### src/rtl/vending_pkg.sv
// rtl/vending_pkg.sv - shared constants, coin codes and coin value lookup for the vending datapath
package vending_pkg;

    localparam int unsigned PRICE_DEFAULT = 100;
    localparam int unsigned MONEY_W       = 8;
    localparam int unsigned CHG_W         = 5;
    localparam int unsigned SALES_W       = 16;

    typedef enum logic [1:0] {
        COIN_5   = 2'b00,
        COIN_10  = 2'b01,
        COIN_25  = 2'b10,
        COIN_100 = 2'b11
    } coin_e;

    // Value in cents of a coin code.
    function automatic logic [MONEY_W-1:0] coin_value(input logic [1:0] code);
        logic [MONEY_W-1:0] val;
        case (code)
            COIN_5:   val = MONEY_W'(5);
            COIN_10:  val = MONEY_W'(10);
            COIN_25:  val = MONEY_W'(25);
            default:  val = MONEY_W'(100);
        endcase
        return val;
    endfunction

endpackage

### src/rtl/vending_if.sv
// rtl/vending_if.sv - controller-facing signal bundle of the vending datapath
interface vending_if;
    import vending_pkg::*;

    logic                 coin_valid;
    logic [1:0]           coin_type;
    logic                 loadc;
    logic                 cen;
    logic                 mge100;
    logic                 ceq0;
    logic                 nickel_out;
    logic                 coin_reject;
    logic [MONEY_W-1:0]   money;
    logic [SALES_W-1:0]   sales_count;

    // Controller / stimulus side.
    modport master (
        output coin_valid, coin_type, loadc, cen,
        input  mge100, ceq0, nickel_out, coin_reject, money, sales_count
    );

    // Datapath side.
    modport slave (
        input  coin_valid, coin_type, loadc, cen,
        output mge100, ceq0, nickel_out, coin_reject, money, sales_count
    );
endinterface

### src/rtl/vending_change_ctr.sv
// rtl/vending_change_ctr.sv - change counter in nickel units with load, decrement and pulse output
module vending_change_ctr
    import vending_pkg::*;
(
    input  logic             clk,
    input  logic             reset_n,
    input  logic             load_i,
    input  logic [CHG_W-1:0] load_val_i,
    input  logic             en_i,
    output logic             zero_o,
    output logic             nickel_o
);

    logic [CHG_W-1:0] cnt_q, cnt_d;
    logic             nickel_q, nickel_d;

    // Load wins over decrement; decrement only while non-zero so the counter never underflows.
    always_comb begin
        cnt_d    = cnt_q;
        nickel_d = 1'b0;
        if (load_i) begin
            cnt_d = load_val_i;
        end else if (en_i && (cnt_q != '0)) begin
            cnt_d    = cnt_q - CHG_W'(1);
            nickel_d = 1'b1;
        end
    end

    // State and pulse register; reset drops any change still owed.
    always_ff @(posedge clk or negedge reset_n) begin
        if (!reset_n) begin
            cnt_q    <= '0;
            nickel_q <= 1'b0;
        end else begin
            cnt_q    <= cnt_d;
            nickel_q <= nickel_d;
        end
    end

    assign zero_o   = (cnt_q == '0);
    assign nickel_o = nickel_q;

endmodule

### src/rtl/vending_datapath.sv
// rtl/vending_datapath.sv - credit accumulator, sales counter and change dispenser
module vending_datapath
    import vending_pkg::*;
#(
    parameter int unsigned PRICE = PRICE_DEFAULT
) (
    input  logic      clk,
    input  logic      reset_n,
    vending_if.slave  bus
);

    localparam logic [MONEY_W-1:0] PRICE_M = MONEY_W'(PRICE);

    logic [MONEY_W-1:0] money_q, money_d;
    logic [SALES_W-1:0] sales_q, sales_d;
    logic               reject_q, reject_d;
    logic               coin_accept;
    logic               enough;
    logic [CHG_W-1:0]   change_val;

    assign enough      = (money_q >= PRICE_M);
    assign coin_accept = bus.coin_valid && !enough && !bus.loadc && !bus.cen;

    // Change owed in nickels; credit is capped at PRICE+95 so this stays within 0..19.
    assign change_val = enough ? CHG_W'((money_q - PRICE_M) / MONEY_W'(5)) : '0;

    // Next credit, sales count and reject flag.
    always_comb begin
        money_d  = money_q;
        sales_d  = sales_q;
        reject_d = bus.coin_valid && !coin_accept;
        if (bus.loadc) begin
            money_d = '0;
            if (sales_q != '1) begin
                sales_d = sales_q + SALES_W'(1);
            end
        end else if (coin_accept) begin
            money_d = money_q + coin_value(bus.coin_type);
        end
    end

    // Datapath registers.
    always_ff @(posedge clk or negedge reset_n) begin
        if (!reset_n) begin
            money_q  <= '0;
            sales_q  <= '0;
            reject_q <= 1'b0;
        end else begin
            money_q  <= money_d;
            sales_q  <= sales_d;
            reject_q <= reject_d;
        end
    end

    vending_change_ctr u_change_ctr (
        .clk        (clk),
        .reset_n    (reset_n),
        .load_i     (bus.loadc),
        .load_val_i (change_val),
        .en_i       (bus.cen),
        .zero_o     (bus.ceq0),
        .nickel_o   (bus.nickel_out)
    );

    assign bus.mge100      = enough;
    assign bus.money       = money_q;
    assign bus.sales_count = sales_q;
    assign bus.coin_reject = reject_q;

endmodule

### src/flat_wrapper.sv
// flat-port wrapper written by rule: the top's interface ports become plain ports
module vending_datapath_flat import vending_pkg::*;
#(
    parameter int unsigned PRICE = PRICE_DEFAULT
)
  (clk, reset_n, bus_coin_valid, bus_coin_type, bus_loadc, bus_cen, bus_mge100, bus_ceq0, bus_nickel_out, bus_coin_reject, bus_money, bus_sales_count);
  vending_if bus_i ();
  input  logic clk;
  input  logic reset_n;
  input wire logic [$bits(bus_i.coin_valid)-1:0] bus_coin_valid;
  input wire logic [$bits(bus_i.coin_type)-1:0] bus_coin_type;
  input wire logic [$bits(bus_i.loadc)-1:0] bus_loadc;
  input wire logic [$bits(bus_i.cen)-1:0] bus_cen;
  output wire logic [$bits(bus_i.mge100)-1:0] bus_mge100;
  output wire logic [$bits(bus_i.ceq0)-1:0] bus_ceq0;
  output wire logic [$bits(bus_i.nickel_out)-1:0] bus_nickel_out;
  output wire logic [$bits(bus_i.coin_reject)-1:0] bus_coin_reject;
  output wire logic [$bits(bus_i.money)-1:0] bus_money;
  output wire logic [$bits(bus_i.sales_count)-1:0] bus_sales_count;
  assign bus_i.coin_valid = bus_coin_valid;
  assign bus_i.coin_type = bus_coin_type;
  assign bus_i.loadc = bus_loadc;
  assign bus_i.cen = bus_cen;
  assign bus_mge100 = bus_i.mge100;
  assign bus_ceq0 = bus_i.ceq0;
  assign bus_nickel_out = bus_i.nickel_out;
  assign bus_coin_reject = bus_i.coin_reject;
  assign bus_money = bus_i.money;
  assign bus_sales_count = bus_i.sales_count;
  vending_datapath #(.PRICE(PRICE)) u_core (.clk(clk), .reset_n(reset_n), .bus(bus_i));
endmodule
### config.mk
export PLATFORM = sky130hd
export DESIGN_NAME = vending_datapath_flat
export DESIGN_NICKNAME = d
export VERILOG_FILES = /design/src/rtl/vending_pkg.sv /design/src/rtl/vending_if.sv /design/src/rtl/vending_change_ctr.sv /design/src/rtl/vending_datapath.sv /design/src/flat_wrapper.sv
export SDC_FILE = /design/constraint.sdc
export NUM_CORES = 1
export LEC_CHECK = 0
export BUFFER_PORTS_ARGS = -buffer_cell sky130_fd_sc_hd__buf_2
export CAP_MARGIN = 20
export CORE_MARGIN = 10
export CORE_UTILIZATION = 45
export CTS_CLUSTER_DIAMETER = 50
export DETAILED_ROUTE_END_ITERATION = 6
export SLEW_MARGIN = 20
export SYNTH_ARGS = -nofsm -noshare
export SYNTH_HDL_FRONTEND = slang
export SYNTH_SLANG_ARGS = --single-unit
### constraint.sdc
create_clock -name clk -period 5.3 [get_ports clk]
set_input_delay 0.795 -clock clk [delete_from_list [all_inputs] [get_ports clk]]
set_output_delay 0.795 -clock clk [all_outputs]
set_load 0.005 [all_outputs]
==> results of run 1 <==
==> cell usage in the layout (no fill, tap or decap), types with 6 or more instances in the layout <==
cell | synthesis | final
sky130_fd_sc_hd__o31ai_1 | 7 | 7
sky130_fd_sc_hd__xnor2_1 | 17 | 17
sky130_fd_sc_hd__clkbuf_8 | 0 | 7
sky130_fd_sc_hd__o21ai_0 | 10 | 10
sky130_fd_sc_hd__ha_1 | 20 | 20
sky130_fd_sc_hd__o22ai_1 | 6 | 6
sky130_fd_sc_hd__nand4_1 | 8 | 8
sky130_fd_sc_hd__nand2b_1 | 7 | 7
sky130_fd_sc_hd__inv_1 | 16 | 16
sky130_fd_sc_hd__xor2_1 | 10 | 10
sky130_fd_sc_hd__nand3_1 | 15 | 15
sky130_fd_sc_hd__dfrtp_1 | 31 | 31
sky130_fd_sc_hd__a21oi_1 | 12 | 12
sky130_fd_sc_hd__buf_2 | 1 | 34
sky130_fd_sc_hd__nor2_1 | 28 | 28
sky130_fd_sc_hd__nand2_1 | 37 | 37
sky130_fd_sc_hd__a211oi_1 | 6 | 6
==> layer usage <==
metal / vias to the layer above / share of wire / track usage
met1: 1173 / 0.49 / 0.196
met2: 63 / 0.44 / 0.213
met3: 8 / 0.061 / 0.0353
li1: 1268 / - / -
met5: - / 0 / 0
met4: 0 / 0.0098 / 0.0276
==> worst max-delay path by stage <==
stage / startpoint / endpoint / slack (ps) / cells after the start
global route: u_core.bus.money[2] / u_core.u_change_ctr.cnt_q[0] / 230 / 17
floorplan: u_core.bus.money[2] / u_core.u_change_ctr.cnt_q[0] / 1270 / 18
detailed placement: u_core.bus.money[2] / u_core.u_change_ctr.cnt_q[0] / 770 / 17
finish: u_core.bus.money[2] / u_core.u_change_ctr.cnt_q[0] / 670 / 17
global placement: u_core.bus.money[2] / u_core.u_change_ctr.cnt_q[0] / 880 / 17
CTS: u_core.bus.money[2] / u_core.u_change_ctr.cnt_q[0] / 730 / 17
==> state kept, by name (all words and copies together) (netlist names) <==
signal                        count
u_core.bus.sales_count           16
u_core.bus.money                  8
u_core.u_change_ctr.cnt_q         5
u_core.bus.coin_reject            1
u_core.u_change_ctr.nickel_o      1
==> final cells by class <==
class | instances | area, um2
repair buffers | 35 | 178
inverters | 17 | 63.8
clock buffers | 7 | 96.3
fillers | 616 | 2870
well taps | 75 | 93.8
flip-flops and latches | 31 | 776
multi-input cells | 270 | 1950
clock inverters | 1 | 7.51
==> kinds of logic (layout without fill, tap and decap cells) <==
group                    count (synthesis)  after routing  share of synthesized area
AND/OR/NAND/NOR                        133            133                      0.246
XOR/XNOR                                27             27                     0.0829
buffers and inverters                   31             60                     0.0478
adder cells (fa/ha/maj)                 22             22                     0.0983
flip-flops                              31             31                      0.272
multiplexers                             5              5                     0.0241
AO/OA/AOI/OAI                           83             83                      0.229
==> worst max-delay path, stage by stage (launching register included) <==
cell                        delay, ps
sky130_fd_sc_hd__dfrtp_1          620
sky130_fd_sc_hd__inv_1            230
sky130_fd_sc_hd__ha_1             350
sky130_fd_sc_hd__xnor2_1          510
sky130_fd_sc_hd__nor2_1           170
sky130_fd_sc_hd__a31o_4           260
sky130_fd_sc_hd__a2111o_1         350
sky130_fd_sc_hd__nor4b_4          270
sky130_fd_sc_hd__o221ai_2         210
sky130_fd_sc_hd__nor2_1           250
sky130_fd_sc_hd__nor2_1           100
sky130_fd_sc_hd__ha_1             210
sky130_fd_sc_hd__nor2_1           160
sky130_fd_sc_hd__a211oi_1          90
sky130_fd_sc_hd__a211o_1          300
sky130_fd_sc_hd__o2bb2ai_1        150
sky130_fd_sc_hd__a22oi_1          110
sky130_fd_sc_hd__o221ai_1         180
==> per-stage QoR <==
step / hold slack (ps) / util / area (um2) / setup WS [ps] / cells
2_1_floorplan: 481 / - / 2850 / 1270 / 332
3_3_place_gp: 474 / 0.507 / 3060 / 880 / 428
3_5_place_dp: 479 / 0.507 / 3060 / 774 / 428
4_1_cts: 490 / 0.525 / 3160 / 733 / 436
5_1_grt: 513 / 0.525 / 3160 / 234 / 436
6_report: 488 / 0.525 / 3160 / 666 / 436
==> power groups by stage <==
stage	Clock [mW]	Sequential [mW]	Combinational (mW)
2_1_floorplan	0	0.330	0.416
3_3_place_gp	0	0.340	0.545
3_5_place_dp	0	0.340	0.543
4_1_cts	0.216	0.336	0.547
5_1_grt	0.224	0.345	0.614
6_report	0.210	0.336	0.547
==> reports/qor_table.md, run 1 <==
| Step | Parameter | This run |
| --- | --- | --- |
| status | Result of the run | completed |
| timing | Worst-case headroom to the max-slew limit | 0.520 |
| global route | Wire length of the first global-routing pass | 11,900 um |
| drt | Final routed DRC violation total | 0 |
| timing | Total negative slack for setup checks | 0 ps |
| global route | GR Overflow Total | 0 |
| timing | Transition time of the tightest slew-check pin | 713 ps |
| global route | Number of antenna violations at the first check in global routing | 0 |
| clock tree | # H-tree levels | 2 |
| power and ir drop | Total power | 1.09 mW |
| power and ir drop | Static Leak | 1.48 nW |
| clock tree | Cell at the root of the clock tree | sky130_fd_sc_hd__clkbuf_8 |
| global route | Number of global-route vias before repair | 2,436 |
| clock tree | Number of buffers inserted by hold repair at cts | 0 |
| clock tree | Clock-pin slew of the registers on the worst-case setup and hold paths | 70 ps |
| drt | Vias post-DR | 2,512 |
| yosys | Gate count of the mapped netlist | 332 |
| finish | Fin nets | 388 |
| critical path | Reg2reg start | u_core.bus.money[2] |
| drt | Detailed-route wire length per cell | 16.3 um |
| yosys | Share of synthesized registers carrying an async set or reset | 1.00 |
| global route | Maximum number of pins on one net before global-route repair | 32 |
| yosys | Sequential fraction of the synthesis area | 0.272 |
| die | Effective utilization at floorplan | 0.473 |
| power and ir drop | Switching power summed over all nets | 0.452 mW |
| clock tree | Post-CTS repair timing setup buffer count | 0 |
| timing | Clock skew after layout | 4.95 ps |
| clock tree | Total number of clock tree sinks | 31 |
| drt | Number of nets still failing antenna checks after routing | 0 |
| critical path | Data arrival at the endpoint of the critical path | 4820 ps |
| die | Standard cell core area | 0.00603 mm2 |
| die | I/O pin cnt | 35 |
| critical path | Type of element launching the critical path | flip-flop |
| placed design | Detailed-placement wirelength estimate | 5490 um |
| yosys | Post-synth top area share | 0.272 |
| clock tree | TritonCTS clock tree | yes |
| timing | Tmin final | 4630 ps |
| yosys | Cell taking the most area after synthesis | sky130_fd_sc_hd__dfrtp_1 |
| global route | Global Route Usage Sum | 0.141 |
| clock tree | Inserted Clock Buffers | 5 |
| yosys | Yosys warning total | 0 |
| critical path | Worst reg2reg path depth | 17 |
| timing | Final Slew Violations | 0 |
| power and ir drop | Power density over cell area | 346 mW/mm2 |
| finish | Proportion of layout cells with a drive suffix above 1 | 0.180 |
| yosys | Most instantiated library cell after synthesis | sky130_fd_sc_hd__nand2_1 |
| power and ir drop | Combinational power share | 0.501 |
| die | Die height | 99.6 um |
| power and ir drop | Cell internal pwr | 0.641 mW |
| min path | HP Start | u_core.bus.sales_count[15] |
| clock tree | Number of gates resized after CTS | 0 |
| clock tree | Longest Clk Path Bufs | 2 |
| finish | Layout-stage area growth over the synthesis result | 10.8% |
| critical path | Worst reg2reg endpoint | u_core.u_change_ctr.cnt_q[0] |
| finish | N_diodes | 0 |
| yosys | Number of register bits inferred by synthesis | 31 |
| die | Die Span X | 99.6 um |
| critical path | Maximum fanout along the worst path | 14 |
| yosys | Post-synthesis net count | 360 |
| min path | Worst hold path depth | 1 |
| drt | Avg Vias per Cell | 5.76 |
| die | Number of rows created at floorplan | 28 |
| power and ir drop | Part of the total power dissipated in sequential elements | 0.308 |
| yosys | Top flip-flop cell by instance count after synthesis | sky130_fd_sc_hd__dfrtp_1 |
| yosys | Largest cells by area after synthesis | sky130_fd_sc_hd__dfrtp_1 (27%), sky130_fd_sc_hd__ha_1 (8.8%), sky130_fd_sc_hd__xnor2_1 (5.2%) |
| die | Die area | 0.00992 mm2 |
| power and ir drop | Switching share of total power | 0.413 |
| min path | Min-Delay Path Class | flip-flop to flip-flop |
| yosys | Number of different library cells in the post-synthesis netlist | 73 |
| clock tree | Clock latency of the later-clocked register in the worst-skew pair | 280 ps |
| critical path | Critical path data required time | 5490 ps |
| yosys | Avg Inst Size Synth | 8.59 um2 |
| drt | Post-detailed-routing wire length | 7130 um |
| placed design | RD Place Congestion | 0.954 |
| timing | Setup repair after global routing missed its margin | no |
| timing | Post-route clock period utilization | 0.874 |
| drt | Iteration-0 DRC count of the detailed router | 209 |
| timing | Final-report setup violation count | 0 |
| drt | Drt pass-1 iters | 4 |
| min path | Min-Delay Endpoint | u_core.bus.sales_count[15] |
| placed design | Input/output buffers | 34 |
| job | Number of max-cap violations | 0 |
| power and ir drop | Part of the power in the clock network | 0.192 |
| critical path | Reg-to-reg slack, setup | 670 ps |
| yosys | Number of flops mapped to enable cells by yosys | 0 |
| timing | Peak Freq | 216 MHz |
| power and ir drop | Highest ir drop seen on vdd | 0.000277 V |
| critical path | Category of the worst setup path capture point | flip-flop |
| timing | Final Hold Vio Count | 0 |
| critical path | Crit Path Class | flip-flop to flip-flop |
| yosys | Most numerous cell types in the synthesized netlist | sky130_fd_sc_hd__nand2_1 (37), sky130_fd_sc_hd__dfrtp_1 (31), sky130_fd_sc_hd__nor2_1 (28) |
| yosys | Netlist Area Pre-Place | 0.00285 mm2 |
No activity file was read; power rests on OpenSTA's default activity.
==> run 2, diff against run 1 <==
Settings changed: CTS_BUF_LIST set to sky130_fd_sc_hd__clkbuf_8, PLACE_DENSITY_LB_ADDON set to 0.2.
==> run 2 against run 1 <==
- critical path depth did not move
- worst hold slack got worse by 1.1 ps
- register-to-register slack lost 40 ps
- utilization increased by 0.23 points
- clock skew up 3.2 ps
- global-route usage grew 0.57 points
- clock power up 17%
- sequential share of layout area decreased by 0.11 points
- non-clock buffer count unchanged
- sequential power is essentially flat
- fmax fell by 0.91%
==> reports/qor_table.md, run 2 (synthesis results as in run 1) <==
| Step | Parameter | This run | Change |
| --- | --- | --- | --- |
| die | I/O pin cnt | 35 | unchanged |
| die | Die area | 0.00992 mm2 | unchanged |
| timing | Tmin final | 4680 ps | was 4630 ps |
| critical path | CP delay by family, top | compound AO/OA/AOI/OAI gates | unchanged |
| global route | Global route hottest layer | met2 | unchanged |
| clock tree | Cell at the root of the clock tree | sky130_fd_sc_hd__clkbuf_8 | unchanged |
| finish | Number of flip-flops in the largest register | 16 | unchanged |
| timing | Worst-case headroom to the max-slew limit | 0.463 | was 0.520 |
| placed design | Pre-CTS setup slack | 682 ps | was 774 ps |
| finish | Most common library cell in the layout ignoring fill and taps | sky130_fd_sc_hd__nand2_1 | unchanged |
| timing | Peak Freq | 214 MHz | was 216 MHz |
| clock tree | TritonCTS clock tree | yes | unchanged |
| finish | N_diodes | 0 | unchanged |
| timing | Final-report setup violation count | 0 | unchanged |
| power and ir drop | Static Leak | 1.49 nW | was 1.48 nW |
| timing | Worst hold margin | 486 ps | was 488 ps |
| clock tree | Total number of clock tree sinks | 31 | unchanged |
| critical path | Data arrival at the endpoint of the critical path | 4830 ps | was 4820 ps |
| global route | Number of antenna violations at the first check in global routing | 0 | unchanged |
| critical path | Maximum fanout along the worst path | 14 | unchanged |
| drt | Detailed-route wire length per cell | 16.3 um | unchanged |
| global route | Wire length of the first global-routing pass | 12,400 um | was 11,900 um |
| die | Number of rows created at floorplan | 28 | unchanged |
| critical path | Buffers plus inverters on the worst setup path | 1 | unchanged |
| die | Standard cell core area | 0.00603 mm2 | unchanged |
| status | Result of the run | completed | unchanged |
| global route | Number of global-route vias before repair | 2,584 | was 2,436 |
| job | Number of max-cap violations | 0 | unchanged |
| clock tree | Clock latency of the later-clocked register in the worst-skew pair | 290 ps | was 280 ps |
| placed design | Detailed-placement wirelength estimate | 5490 um | about the same |
| clock tree | Clock-pin slew of the registers on the worst-case setup and hold paths | 70 ps | about the same |
| die | Die Span X | 99.6 um | unchanged |
| critical path | Critical path destination | u_core.u_change_ctr.cnt_q[0] | unchanged |
| global route | GR Overflow Total | 0 | unchanged |
| global route | Met1 Track Usage GR | 0.188 | was 0.196 |
| clock tree | Inserted Clock Buffers | 5 | unchanged |
| finish | Fin nets | 388 | unchanged |
| drt | Avg Vias per Cell | 5.90 | was 5.76 |
| critical path | Critical path data required time | 5460 ps | was 5490 ps |
| clock tree | Longest Clk Path Bufs | 2 | unchanged |
| timing | Final Slew Violations | 0 | unchanged |
| critical path | CP Launch Point | u_core.bus.money[2] | unchanged |
| placed design | Standard cell area after detailed placement | 0.00306 mm2 | unchanged |
| critical path | Type of element launching the critical path | flip-flop | unchanged |
| placed design | RD Place Congestion | 0.922 | was 0.954 |
| global route | Met3 demand-to-capacity share in global routing | 0.0325 | was 0.0353 |
| global route | Maximum number of pins on one net before global-route repair | 32 | unchanged |
| clock tree | Post-CTS repair timing setup buffer count | 0 | unchanged |
| die | Die height | 99.6 um | unchanged |
| power and ir drop | Highest ir drop seen on vdd | 0.000250 V | was 0.000277 V |
| timing | Clock skew after layout | 8.13 ps | was 4.95 ps |
| die | Effective utilization at floorplan | 0.473 | unchanged |
| critical path | Crit Path Class | flip-flop to flip-flop | unchanged |
| timing | Smallest setup slack after layout | 623 ps | was 666 ps |
| critical path | Critical path depth | 17 | unchanged |
| critical path | CP max-delay cell | sky130_fd_sc_hd__dfrtp_1 | unchanged |
| finish | Number of filler cells placed in the layout | 569 | was 616 |
| critical path | Cell seen most often among critical-path stages | sky130_fd_sc_hd__nor2_1 | unchanged |
| critical path | Worst reg2reg path depth | 17 | unchanged |
| timing | Setup repair after global routing missed its margin | no | unchanged |
| power and ir drop | Power density over cell area | 356 mW/mm2 | was 346 mW/mm2 |
| drt | Number of nets still failing antenna checks after routing | 0 | unchanged |
| drt | Post-detailed-routing wire length | 7130 um | unchanged |
| drt | Final routed DRC violation total | 0 | unchanged |
| critical path | Reg2reg start | u_core.bus.money[2] | unchanged |
| timing | Post-route clock period utilization | 0.882 | was 0.874 |
| finish | Post-Layout Inst Area | 0.00317 mm2 | was 0.00316 mm2 |
| global route | Met2 global-route usage | 0.229 | was 0.213 |
| critical path | List of cells traversed by the critical path | inv_1, ha_1, xnor2_1, nor2_1, a31o_4, a2111o_1, nor4b_4, o221ai_2, nor2_1, nor2_1, ha_1, nor2_1, a211oi_1, a211o_1, nor2_1, a311o_1, o221ai_1 | was inv_1, ha_1, xnor2_1, nor2_1, a31o_4, a2111o_1, nor4b_4, o221ai_2, nor2_1, nor2_1, ha_1, nor2_1, a211oi_1, a211o_1, o2bb2ai_1, a22oi_1, o221ai_1 |
| drt | Iteration-0 DRC count of the detailed router | 148 | was 209 |
| clock tree | Number of gates resized after CTS | 0 | unchanged |
| global route | Global Route Usage Sum | 0.146 | was 0.141 |
| drt | Vias post-DR | 2,571 | was 2,512 |
| min path | Min-Delay Path Class | flip-flop to flip-flop | unchanged |
| finish | Layout-stage area growth over the synthesis result | 11.3% | was 10.8% |
| finish | Proportion of layout cells with a drive suffix above 1 | 0.180 | unchanged |
| critical path | Maximum single-stage delay on the critical path | 640 ps | was 620 ps |
| min path | Worst hold path depth | 1 | unchanged |
| clock tree | # H-tree levels | 2 | unchanged |
| finish | Utilization of the core after routing | 0.527 | was 0.525 |
| critical path | Worst reg2reg endpoint | u_core.u_change_ctr.cnt_q[0] | unchanged |
| placed design | Input/output buffers | 34 | unchanged |
| finish | Highest-count cells in the layout ignoring fill and taps | sky130_fd_sc_hd__nand2_1 (37), sky130_fd_sc_hd__buf_2 (34), sky130_fd_sc_hd__dfrtp_1 (31), sky130_fd_sc_hd__nor2_1 (28), sky130_fd_sc_hd__ha_1 (20) | unchanged |
| timing | Total negative slack for setup checks | 0 ps | unchanged |
| timing | Transition time of the tightest slew-check pin | 797 ps | was 713 ps |
| drt | Drt pass-1 iters | 4 | unchanged |
| clock tree | Number of buffers inserted by hold repair at cts | 0 | unchanged |
| critical path | Category of the worst setup path capture point | flip-flop | unchanged |
| critical path | Reg-to-reg slack, setup | 620 ps | was 670 ps |
| timing | Final Hold Vio Count | 0 | unchanged |
==> run 2: changes by cell type in the layout (fill, tap and decap cells not counted) <==
| cell | delta |
|---|---|
| sky130_fd_sc_hd__clkbuf_8 | -1 |
| sky130_fd_sc_hd__clkinvlp_4 | -1 |
| sky130_fd_sc_hd__clkinv_2 | +1 |
| sky130_fd_sc_hd__bufinv_16 | +1 |
==> run 2: layer usage <==
metal,vias to the layer above,part of all wire
met3,15,0.053
met1,1218,0.48
met4,0,0.025
met2,72,0.45
met5,-,0
li1,1266,-
==> run 2: worst min path at each step <==
stage | from | endpoint | slack [ps]
3_5_place_dp | u_core.bus.sales_count[9] | u_core.bus.sales_count[9] | 480
3_3_place_gp | u_core.bus.sales_count[9] | u_core.bus.sales_count[9] | 470
5_1_grt | u_core.bus.sales_count[6] | u_core.bus.sales_count[6] | 520
4_1_cts | u_core.bus.sales_count[9] | u_core.bus.sales_count[9] | 490
6_report | u_core.bus.sales_count[9] | u_core.bus.sales_count[9] | 490
2_1_floorplan | u_core.bus.sales_count[11] | u_core.bus.sales_count[11] | 480
==> run 2: layout make-up <==
| class | instances | area (um2) | area share |
|---|---|---|---|
| clock buffer | 6 | 82.6 | 0.0260 |
| clock inverter | 2 | 35.0 | 0.0110 |
| inverter | 17 | 63.8 | 0.0201 |
| multi-input combinational | 270 | 1950 | 0.613 |
| sequential | 31 | 776 | 0.244 |
| tap | 75 | 93.8 | 0.0296 |
| timing repair buffer | 35 | 178 | 0.0560 |
==> run 2: through the flow <==
stage	power, mW	std cells
after detailed placement	0.881	428
after global routing	1.22	436
final	1.13	436
after CTS	1.14	436
after floorplan	0.746	332
after global placement	0.881	428
==> run 2: report_power, final <==
part	switching, mW	internal (mW)
registers	0.0551	0.281
clock network	0.0940	0.152
logic	0.306	0.242
==> run 3, diff against run 2 <==
Settings changed: PLACE_DENSITY set to 0.65, PLACE_DENSITY_LB_ADDON 0.2 to not set, REMOVE_ABC_BUFFERS set to 1.
==> run 3 against run 2 <==
- power fell by 0.78%
- cell area stayed put
- critical path type unchanged
- global-route usage is 0.76 points lower
- first-iteration DRC count increased by 12%
- fmax increased by 0.41%
- critical path depth unchanged
- critical endpoint unchanged
==> reports/qor_table.md, run 3 (synthesis results as in run 1) <==
| Step | Parameter | This run | Change |
| --- | --- | --- | --- |
| status | Result of the run | completed | unchanged |
| critical path | Data arrival at the endpoint of the critical path | 4800 ps | was 4830 ps |
| power and ir drop | Highest ir drop seen on vdd | 0.000224 V | was 0.000250 V |
| power and ir drop | Combinational power share | 0.490 | was 0.484 |
| global route | Global Route Usage Sum | 0.139 | was 0.146 |
| critical path | Reg-to-reg slack, setup | 640 ps | was 620 ps |
| critical path | CP Launch Point | u_core.bus.money[2] | unchanged |
| finish | Non-filler instance count after layout | 436 | unchanged |
| clock tree | Post-CTS repair timing setup buffer count | 0 | unchanged |
| clock tree | Number of gates resized after CTS | 0 | unchanged |
| placed design | Standard cell area after detailed placement | 0.00306 mm2 | unchanged |
| timing | Final Hold Vio Count | 0 | unchanged |
| timing | Final Slew Violations | 0 | unchanged |
| timing | Final-report setup violation count | 0 | unchanged |
| critical path | Category of the worst setup path capture point | flip-flop | unchanged |
| drt | Avg Vias per Cell | 5.83 | was 5.90 |
| timing | Setup repair after global routing missed its margin | no | unchanged |
| critical path | Reg2reg start | u_core.bus.money[2] | unchanged |
| power and ir drop | Power density over cell area | 353 mW/mm2 | was 356 mW/mm2 |
| finish | Highest-count cells in the layout ignoring fill and taps | sky130_fd_sc_hd__nand2_1 (37), sky130_fd_sc_hd__buf_2 (34), sky130_fd_sc_hd__dfrtp_1 (31), sky130_fd_sc_hd__nor2_1 (28), sky130_fd_sc_hd__ha_1 (20) | unchanged |
| power and ir drop | Part of the total power dissipated in sequential elements | 0.300 | was 0.298 |
| drt | Final routed DRC violation total | 0 | unchanged |
| drt | Vias post-DR | 2,543 | was 2,571 |
| timing | Transition time of the tightest slew-check pin | 766 ps | was 797 ps |
| clock tree | Longest Clk Path Bufs | 2 | unchanged |
| timing | Tmin final | 4660 ps | was 4680 ps |
| drt | Iteration-0 DRC count of the detailed router | 166 | was 148 |
| die | Number of rows created at floorplan | 28 | unchanged |
| timing | Total negative slack for setup checks | 0 ps | unchanged |
| finish | Number of filler cells placed in the layout | 574 | was 569 |
| power and ir drop | Switching power summed over all nets | 0.446 mW | was 0.455 mW |
| global route | Met1 Track Usage GR | 0.186 | was 0.188 |
| global route | Met2 global-route usage | 0.210 | was 0.229 |
| critical path | Worst reg2reg endpoint | u_core.u_change_ctr.cnt_q[0] | unchanged |
| global route | Wire length of the first global-routing pass | 11,800 um | was 12,400 um |
| clock tree | Number of buffers inserted by hold repair at cts | 0 | unchanged |
| finish | N_diodes | 0 | unchanged |
| finish | Fin nets | 388 | unchanged |
| clock tree | TritonCTS clock tree | yes | unchanged |
| finish | Layout-stage area growth over the synthesis result | 11.3% | unchanged |
| die | Die Span X | 99.6 um | unchanged |
| global route | Met3 demand-to-capacity share in global routing | 0.0408 | was 0.0325 |
| die | Die height | 99.6 um | unchanged |
| critical path | Type of element launching the critical path | flip-flop | unchanged |
| clock tree | Total number of clock tree sinks | 31 | unchanged |
| drt | Drt pass-1 iters | 4 | unchanged |
| placed design | RD Place Congestion | 0.887 | was 0.922 |
| clock tree | Cell at the root of the clock tree | sky130_fd_sc_hd__clkbuf_8 | unchanged |
| finish | Utilization of the core after routing | 0.527 | unchanged |
| critical path | Maximum fanout along the worst path | 14 | unchanged |
| drt | Detailed-route wire length per cell | 15.9 um | was 16.3 um |
| die | Standard cell core area | 0.00603 mm2 | unchanged |
| clock tree | # H-tree levels | 2 | unchanged |
| clock tree | Clock-pin slew of the registers on the worst-case setup and hold paths | 60 ps | was 70 ps |
| clock tree | Clock latency of the later-clocked register in the worst-skew pair | 280 ps | was 290 ps |
| global route | Number of antenna violations at the first check in global routing | 0 | unchanged |
| finish | Most common library cell in the layout ignoring fill and taps | sky130_fd_sc_hd__nand2_1 | unchanged |
| placed design | Placed Cells | 428 | unchanged |
| die | Die area | 0.00992 mm2 | unchanged |
| global route | Global route hottest layer | met2 | unchanged |
| power and ir drop | Cell internal pwr | 0.675 mW | about the same |
| timing | Worst-case headroom to the max-slew limit | 0.486 | was 0.463 |
| timing | Peak Freq | 215 MHz | was 214 MHz |
| power and ir drop | Switching share of total power | 0.398 | was 0.403 |
| finish | Proportion of layout cells with a drive suffix above 1 | 0.180 | unchanged |
| job | Number of max-cap violations | 0 | unchanged |
| power and ir drop | Static Leak | 1.49 nW | unchanged |
| clock tree | Inserted Clock Buffers | 5 | unchanged |
| critical path | Critical path data required time | 5440 ps | was 5460 ps |
| global route | Number of global-route vias before repair | 2,425 | was 2,584 |
| critical path | Worst reg2reg path depth | 17 | unchanged |
| min path | Min-Delay Path Class | flip-flop to flip-flop | unchanged |
| timing | Post-route clock period utilization | 0.879 | was 0.882 |
| power and ir drop | Part of the power in the clock network | 0.210 | was 0.218 |
| finish | Post-Layout Inst Area | 0.00317 mm2 | unchanged |
| die | Effective utilization at floorplan | 0.473 | unchanged |
| critical path | Crit Path Class | flip-flop to flip-flop | unchanged |
| finish | Number of flip-flops in the largest register | 16 | unchanged |
| drt | Number of nets still failing antenna checks after routing | 0 | unchanged |
| die | I/O pin cnt | 35 | unchanged |
| timing | Clock skew after layout | 4.03 ps | was 8.13 ps |
| placed design | Detailed-placement wirelength estimate | 5350 um | was 5490 um |
| drt | Post-detailed-routing wire length | 6920 um | was 7130 um |
| global route | Maximum number of pins on one net before global-route repair | 32 | unchanged |
| placed design | Input/output buffers | 34 | unchanged |
| global route | GR Overflow Total | 0 | unchanged |
| critical path | Critical path destination | u_core.u_change_ctr.cnt_q[0] | unchanged |
run 3: cell counts in the layout (fill, tap and decap cells not counted):
No cell type changed its count.
run 3: routing by layer:
metal | vias to the layer above | wire length, um
met5 | - | 0
met4 | 0 | 119
met3 | 11 | 466
met2 | 80 | 3040
met1 | 1184 | 3290
li1 | 1268 | -
run 3: worst min path at each step:
| stage | start | endpoint | slack [ps] | depth (start not counted) |
|---|---|---|---|---|
| floorplan | u_core.bus.sales_count[11] | u_core.bus.sales_count[11] | 480 | 1 |
| detailed placement | u_core.bus.sales_count[6] | u_core.bus.sales_count[6] | 480 | 1 |
| global placement | u_core.bus.sales_count[11] | u_core.bus.sales_count[11] | 470 | 1 |
| global route | u_core.bus.sales_count[6] | u_core.bus.sales_count[6] | 500 | 1 |
| finish | u_core.bus.sales_count[6] | u_core.bus.sales_count[6] | 480 | 1 |
| CTS | u_core.bus.sales_count[6] | u_core.bus.sales_count[6] | 490 | 1 |
run 3: area by class of cell:
cell class                 count  area [um2]  area share
clock buffer                   6        82.6      0.0260
clock inverter                 2        35.0      0.0110
inverter                      17        63.8      0.0201
multi-input combinational    270        1950       0.613
sequential                    31         776       0.244
tap                           75        93.8      0.0296
timing repair buffer          35         178      0.0560
run 3: critical path, stage by stage (launching register included):
cell                       delay (ps)
sky130_fd_sc_hd__dfrtp_1          610
sky130_fd_sc_hd__inv_1            230
sky130_fd_sc_hd__ha_1             360
sky130_fd_sc_hd__xnor2_1          520
sky130_fd_sc_hd__nor2_1           190
sky130_fd_sc_hd__a31o_4           260
sky130_fd_sc_hd__a2111o_1         350
sky130_fd_sc_hd__nor4b_4          260
sky130_fd_sc_hd__o221ai_2         220
sky130_fd_sc_hd__nor2_1           260
sky130_fd_sc_hd__nor2_1           100
sky130_fd_sc_hd__ha_1             220
sky130_fd_sc_hd__nor2_1           160
sky130_fd_sc_hd__a211oi_1         100
sky130_fd_sc_hd__a211o_1          300
sky130_fd_sc_hd__nor2_1           140
sky130_fd_sc_hd__a311o_1          130
sky130_fd_sc_hd__o221ai_1         100
run 3: power groups by stage:
| stage | Clock [mW] | Combinational, mW | Sequential [mW] |
|---|---|---|---|
| 2_1_floorplan | 0 | 0.406 | 0.334 |
| 3_3_place_gp | 0 | 0.545 | 0.340 |
| 3_5_place_dp | 0 | 0.546 | 0.341 |
| 4_1_cts | 0.241 | 0.550 | 0.337 |
| 5_1_grt | 0.256 | 0.613 | 0.346 |
| 6_report | 0.236 | 0.549 | 0.336 |
run 3: stage by stage:
stage	hold WS [ps]	worst slack [ps]	total power, mW
6_report	483	642	1.12
5_1_grt	498	236	1.22
4_1_cts	488	675	1.13
3_5_place_dp	479	700	0.887
3_3_place_gp	473	900	0.885
2_1_floorplan	481	1280	0.739
